**config.mk**
```make
export PLATFORM = sky130hd
export DESIGN_NAME = ram_latency_probe
export DESIGN_NICKNAME = d
export VERILOG_FILES = /design/src/rtl/ram_probe_pkg.sv /design/src/rtl/ram_lat_stats.sv /design/src/rtl/ram_latency_probe.sv
export SDC_FILE = /design/constraint.sdc
export NUM_CORES = 1
export LEC_CHECK = 0
export CORE_UTILIZATION = 38
export CTS_BUF_LIST = sky130_fd_sc_hd__clkbuf_4
export CTS_CLUSTER_SIZE = 20
export DETAILED_ROUTE_END_ITERATION = 16
export GPL_TIMING_DRIVEN = 0
export PLACE_DENSITY = 0.76
export SLEW_MARGIN = 20
export SYNTH_ARGS = -nofsm -noshare
export SYNTH_HDL_FRONTEND = slang
export SYNTH_SLANG_ARGS = --single-unit
```
**constraint.sdc**
```tcl
create_clock -name CLK -period 5.7 [get_ports CLK]
set_clock_uncertainty 0.2 [all_clocks]
set_input_delay 1.14 -clock CLK [delete_from_list [all_inputs] [get_ports CLK]]
set_output_delay 1.14 -clock CLK [all_outputs]
set_load 0.01 [all_outputs]
```
**src/rtl/ram_probe_pkg.sv**
```systemverilog
// State encoding shared by the RAM latency probe and its bench-visible STATE output.
package ram_probe_pkg;

  localparam logic [2:0] ST_IDLE = 3'd0;
  localparam logic [2:0] ST_WAIT = 3'd2;
  localparam logic [2:0] ST_NEXT = 3'd3;
  localparam logic [2:0] ST_DONE = 3'd4;

  typedef enum logic [2:0] {
    S_IDLE = ST_IDLE,
    S_WAIT = ST_WAIT,
    S_NEXT = ST_NEXT,
    S_DONE = ST_DONE
  } state_e;

endpackage

```
**src/rtl/ram_lat_stats.sv**
```systemverilog
// Latency statistics accumulator: sum, timeout count and optional min/max.
// Define RAM_LATENCY_MINMAX_EN to build the min/max tracking registers.
module ram_lat_stats #(
  parameter int ADDR_W = 4,
  parameter int CNT_W  = 8
) (
  input  logic                    clk_i,
  input  logic                    rst_n_i,
  input  logic                    clear_i,
  input  logic                    valid_i,
  input  logic                    timeout_i,
  input  logic [CNT_W-1:0]        lat_i,
  output logic [CNT_W-1:0]        min_o,
  output logic [CNT_W-1:0]        max_o,
  output logic [CNT_W+ADDR_W-1:0] sum_o,
  output logic [ADDR_W:0]         timeouts_o
);

  logic [CNT_W+ADDR_W-1:0] sum_q, sum_d;
  logic [ADDR_W:0]         to_q, to_d;

  always_comb begin
    sum_d = sum_q;
    to_d  = to_q;
    if (clear_i) begin
      sum_d = '0;
      to_d  = '0;
    end else if (valid_i) begin
      if (timeout_i) to_d = to_q + (ADDR_W+1)'(1);
      else           sum_d = sum_q + (CNT_W+ADDR_W)'(lat_i);
    end
  end

  always_ff @(posedge clk_i) begin
    if (!rst_n_i) begin
      sum_q <= '0;
      to_q  <= '0;
    end else begin
      sum_q <= sum_d;
      to_q  <= to_d;
    end
  end

  assign sum_o      = sum_q;
  assign timeouts_o = to_q;

`ifdef RAM_LATENCY_MINMAX_EN
  logic [CNT_W-1:0] min_q, min_d, max_q, max_d;

  // Timed-out samples never touch min/max; min starts at all-ones so any real sample wins.
  always_comb begin
    min_d = min_q;
    max_d = max_q;
    if (clear_i) begin
      min_d = '1;
      max_d = '0;
    end else if (valid_i && !timeout_i) begin
      if (lat_i < min_q) min_d = lat_i;
      if (lat_i > max_q) max_d = lat_i;
    end
  end

  always_ff @(posedge clk_i) begin
    if (!rst_n_i) begin
      min_q <= '1;
      max_q <= '0;
    end else begin
      min_q <= min_d;
      max_q <= max_d;
    end
  end

  assign min_o = min_q;
  assign max_o = max_q;
`else
  assign min_o = '0;
  assign max_o = '0;
`endif

endmodule

```
**src/rtl/ram_latency_probe.sv**
```systemverilog
// Sweeps RAM read addresses and measures cycles until RDATA equals the address.
// Define RAM_LATENCY_MINMAX_EN to enable MIN_LAT/MAX_LAT tracking.
module ram_latency_probe
  import ram_probe_pkg::*;
#(
  parameter int ADDR_W  = 4,
  parameter int DATA_W  = 8,
  parameter int CNT_W   = 8,
  parameter int TIMEOUT = 2**CNT_W-1
) (
  input  logic                    CLK,
  input  logic                    RST_N,
  input  logic                    START,
  input  logic                    ABORT,
  input  logic [ADDR_W-1:0]       NUM,
  output logic [ADDR_W-1:0]       RADDR,
  input  logic [DATA_W-1:0]       RDATA,
  output logic                    BUSY,
  output logic                    DONE,
  output logic [CNT_W-1:0]        LAST_LAT,
  output logic [CNT_W-1:0]        MIN_LAT,
  output logic [CNT_W-1:0]        MAX_LAT,
  output logic [CNT_W+ADDR_W-1:0] LAT_SUM,
  output logic [ADDR_W:0]         TIMEOUTS,
  output logic [2:0]              STATE
);

  // state | meaning
  // IDLE  | waiting for START, statistics held
  // WAIT  | address issued, counting cycles until data matches or timeout
  // NEXT  | sample recorded, advance address or finish
  // DONE  | one-cycle completion pulse

  localparam logic [CNT_W-1:0] TMO = CNT_W'(TIMEOUT);
  localparam int EXP_W = (DATA_W < ADDR_W) ? DATA_W : ADDR_W;

  state_e            state_q, state_d;
  logic [ADDR_W-1:0] raddr_q, raddr_d, idx_q, idx_d;
  logic [CNT_W-1:0]  cnt_q, cnt_d, last_q, last_d;
  logic [DATA_W-1:0] exp_data;
  logic              match, cnt_tc, last_idx, sweep_start, samp_valid;

  always_comb begin
    exp_data = '0;
    for (int i = 0; i < EXP_W; i++) exp_data[i] = raddr_q[i];
  end

  assign match       = (RDATA == exp_data);
  assign cnt_tc      = (cnt_q == TMO);
  assign last_idx    = (idx_q == NUM);
  assign sweep_start = (state_q == S_IDLE) && START;
  assign samp_valid  = (state_q == S_WAIT) && !ABORT && (match || cnt_tc);

  always_ff @(posedge CLK) begin
    if (!RST_N) state_q <= S_IDLE;
    else        state_q <= state_d;
  end

  always_comb begin
    state_d = state_q;
    case (state_q)
      S_IDLE:  if (START) state_d = S_WAIT;
      S_WAIT: begin
        if (ABORT)                state_d = S_IDLE;
        else if (match || cnt_tc) state_d = S_NEXT;
      end
      S_NEXT: begin
        if (ABORT)         state_d = S_IDLE;
        else if (last_idx) state_d = S_DONE;
        else               state_d = S_WAIT;
      end
      S_DONE:  state_d = S_IDLE;
      default: state_d = S_IDLE;
    endcase
  end

  always_comb begin
    BUSY  = (state_q == S_WAIT) || (state_q == S_NEXT);
    DONE  = (state_q == S_DONE);
    STATE = state_q;
  end

  // Match has priority over timeout, so a hit on the terminal count still reports TIMEOUT as latency.
  always_comb begin
    raddr_d = raddr_q;
    idx_d   = idx_q;
    cnt_d   = cnt_q;
    last_d  = last_q;
    if (sweep_start) begin
      raddr_d = raddr_q + ADDR_W'(1);
      idx_d   = '0;
      cnt_d   = '0;
      last_d  = '0;
    end else if (state_q == S_WAIT && !ABORT) begin
      if (match)       last_d = cnt_q;
      else if (cnt_tc) last_d = TMO;
      else             cnt_d  = cnt_q + CNT_W'(1);
    end else if (state_q == S_NEXT && !ABORT && !last_idx) begin
      raddr_d = raddr_q + ADDR_W'(1);
      idx_d   = idx_q + ADDR_W'(1);
      cnt_d   = '0;
    end
  end

  always_ff @(posedge CLK) begin
    if (!RST_N) begin
      raddr_q <= '0;
      idx_q   <= '0;
      cnt_q   <= '0;
      last_q  <= '0;
    end else begin
      raddr_q <= raddr_d;
      idx_q   <= idx_d;
      cnt_q   <= cnt_d;
      last_q  <= last_d;
    end
  end

  assign RADDR    = raddr_q;
  assign LAST_LAT = last_q;

  ram_lat_stats #(
    .ADDR_W (ADDR_W),
    .CNT_W  (CNT_W)
  ) u_stats (
    .clk_i      (CLK),
    .rst_n_i    (RST_N),
    .clear_i    (sweep_start),
    .valid_i    (samp_valid),
    .timeout_i  (!match),
    .lat_i      (cnt_q),
    .min_o      (MIN_LAT),
    .max_o      (MAX_LAT),
    .sum_o      (LAT_SUM),
    .timeouts_o (TIMEOUTS)
  );

endmodule

```
==> results of run 1 <==
[stage by stage]
step	instances	area [sq um]	worst slack, ns	power [uW]	hold WS (ns)
5_1_grt	435	3238	2.539	611.6	0.2987
4_1_cts	435	3238	2.649	593.8	0.2855
2_1_floorplan	301	2567	2.906	361.9	0.2824
6_report	435	3238	2.645	589.8	0.2809
3_3_place_gp	427	3154	2.338	386.0	0.2567
3_5_place_dp	427	3154	2.258	387.5	0.2703
[state kept, by name (all words and copies together), names as in the netlist]
| signal | count |
|---|---|
| LAST_LAT | 8 |
| RADDR | 4 |
| u_stats.sum_o | 12 |
| idx_q | 4 |
| cnt_q | 8 |
| u_stats.timeouts_o | 5 |
| STATE | 3 |
[power by group through the flow]
| stage | registers (uW) | logic (uW) | clock network, uW |
|---|---|---|---|
| 6_report | 315 | 66.6 | 209 |
| 5_1_grt | 315 | 72.4 | 224 |
| 4_1_cts | 315 | 66.5 | 213 |
| 3_3_place_gp | 321 | 65.0 | 0 |
| 2_1_floorplan | 321 | 40.7 | 0 |
| 3_5_place_dp | 321 | 66.4 | 0 |
[path summary, 6_finish.rpt]
| check | from | to |
|---|---|---|
| setup / recovery | RDATA[5] | u_stats.sum_o[10] |
| setup reg to reg | cnt_q[2] | u_stats.sum_o[11] |
| hold / removal | u_stats.timeouts_o[4] | u_stats.timeouts_o[4] |
| hold reg to reg | u_stats.timeouts_o[4] | u_stats.timeouts_o[4] |
[placed cells by master, fill, tap and decap left out, types with 6 or more instances in the layout]
| cell | instances |
|---|---|
| clkdlybuf4s50_1 | 49 |
| dfxtp_1 | 44 |
| nand2_1 | 21 |
| nor2_1 | 18 |
| a21oi_1 | 18 |
| buf_4 | 17 |
| nor3_1 | 16 |
| conb_1 | 16 |
| xnor2_1 | 13 |
| ha_1 | 12 |
| nand3_1 | 11 |
| o21ai_0 | 11 |
| nand4_1 | 7 |
| buf_2 | 7 |
| a211oi_1 | 7 |
| inv_1 | 6 |
[area by class of cell]
class | count | area [sq um]
buffer | 27 | 173.9
clock buffer | 5 | 37.54
clock inverter | 3 | 46.29
fill | 620 | 3112
inverter | 6 | 22.52
multi-input combinational | 224 | 1490
sequential | 44 | 880.8
tap | 77 | 96.34
timing repair buffer | 49 | 490.5
[metal layers]
metal	global-route usage, %	vias to the layer above
li1	-	1149
met1	21.58	1041
met2	28.54	65
met3	3.479	6
met4	5.486	0
met5	0	-
[critical path, stage by stage]
cell             delay (ns)
clkdlybuf4s50_1        0.42
nor4_2                 0.42
and2_1                 0.18
buf_2                  0.21
nand3_4                0.12
or4_1                  0.53
a21oi_1                0.15
[cell families after synthesis]
group                      count (synthesis)
muxes                                      5
other                                      1
DFF                                       44
and+or+nand+nor                          106
AOI/OAI and AO/OA                         66
buffers and inverters                     33
xor gates and xnor gates                  18
adders and majority gates                 13
==> impl_metrics.toml, run 1 <==
[synthesis]
synthAdderAreaFrac_pct = 6.776
synth_compound_area_share_pct = 17.99
synth-edff-count = 0
seq_area_frac_synth_pct = 35.08
muxShareOfSynthArea_pct = 1.993
syn_area_per_cell_sq_um = 8.780
ys_warn_count = 0
synthesis.area_sq_um = 2511
synth-xor-area-share_pct = 6.278
synth_seq_cells = 44
async_flop_share_pct = 0
synthSimpleGateAreaFrac_pct = 23.92
synth_top_family_by_area = "simple AND/OR/NAND/NOR gates"
ys.flop_type = "dfxtp_1"
yosysMostFrequentCell = "dfxtp_1"
synth.distinct_cells = 49
synth.top_cells.by_count = "dfxtp_1, nand2_1, a21oi_1, nor2_1, buf_4"
synth_cells = 286
ys_top_cells_by_area = "dfxtp_1, ha_1, buf_4, xnor2_1, a21oi_1"
yosysTopAreaCellShare_pct = 35.08
synth_area_leader_cell = "dfxtp_1"

[setup_path]
crit_path_end_kind = "flip-flop"
worstSetupPathType = "input port to flip-flop"
cp-start-kind = "input port"
crit_required_ns = 5.81
worstPathArrival_ns = 3.17
crit_fanout = 7
worstRegToRegCells = 6
rrSetupSlack_ns = 3.33

[route]
post_drt_wl_per_cell_um = 13.15
drc = 0
met2_length_um = 2692
antenna_left = 0
drt_iter0_drc = 105
wl_um = 5722
wl_met3_um = 292
viasPerCell = 5.198
vias = 2261
wirelength_met1_um = 2668
top_layer_used = "met4"
drt-pass1-iter-count = 4

[floorplan]
pin_count = 66
die_w_um = 83.29
fp-row-count = 29
fp.coreArea_sq_um = 6350
start_util_pct = 39.55
die_y_um = 83.29
die-area_sq_um = 6937

[sta]
layout_min_cycle_time_ns = 3.055
rsz0062_at_grt = "no"
tns_ns = 0
hold_viol = 0
setup_viol = 0
maxSlewHeadroom_pct = 66.39
drv_slew = 0
finalCritPeriodShare_pct = 53.59
fmax_ghz = 0.3274
worst_pin_slew_ns = 0.5021

[layout]
drive_gt1_share_pct = 11.73
final_util_pct = 51.00
syn2layout_area_growth_pct = 28.95
fin_nets = 386
antenna_cells = 0

[power]
p_per_area_nw_per_um2 = 182.1
clkPwrFrac_pct = 35.4
p_seq_share_pct = 53.3
power.net_switching_uw = 152.2
ir_worst_vdd_mv = 0.1005
p_leak_uw = 0.001223
combPwrFrac_pct = 11.3
internal_power_uw = 437.6
sw_frac_of_total_pct = 25.81

[job]
maxCapViolations = 0

[placement]
io_buffers = 49
routabilityCongestion = 0.8615
dpl.hpwl_um = 4354

[clock_network]
cts_tree = "done"
clk_latency_ns = 0.39
htreeDepth = 2
cts_hold_buf = 0
cts_sinks = 44
cts.path.max_buffers = 2
post_cts_buffers = 0
cts_inserted_buffers = 5
clock_tree.root_cell = "clkbuf_4"
cts.repair.resized = 0
clk_transition_reported_paths_ns = 0.14

[worst_hold_path]
hold_class = "flip-flop to flip-flop"
hold_depth = 2

[global_routing]
track_usage_pct = 16.94
grt_start_max_net_pins = 16
first_global_vias = 2074
gr-total-overflow = 0
grt_pass1_wl_um = 9653
antenna_found_initial = 0

[outcome]
status = "complete, no violations"
(Power assumes the default switching activity.)
==> run 2: changes to the inputs <==
- clock period: 5.7 -> 3.19 ns (I/O delays scaled with it)
==> results of run 2 <==
Same layout as run 1 (identical final DEF). Status: complete, no violations.
Among the figures that moved: setup slack after placement 2.258 ns -> 0.2502 ns; setup slack after layout 2.645 ns -> 0.6373 ns; register-to-register setup slack 3.33 ns -> 0.82 ns; total power 589.8 uW -> 1054 uW; worst IR drop on VDD 0.1005 mV -> 0.1795 mV
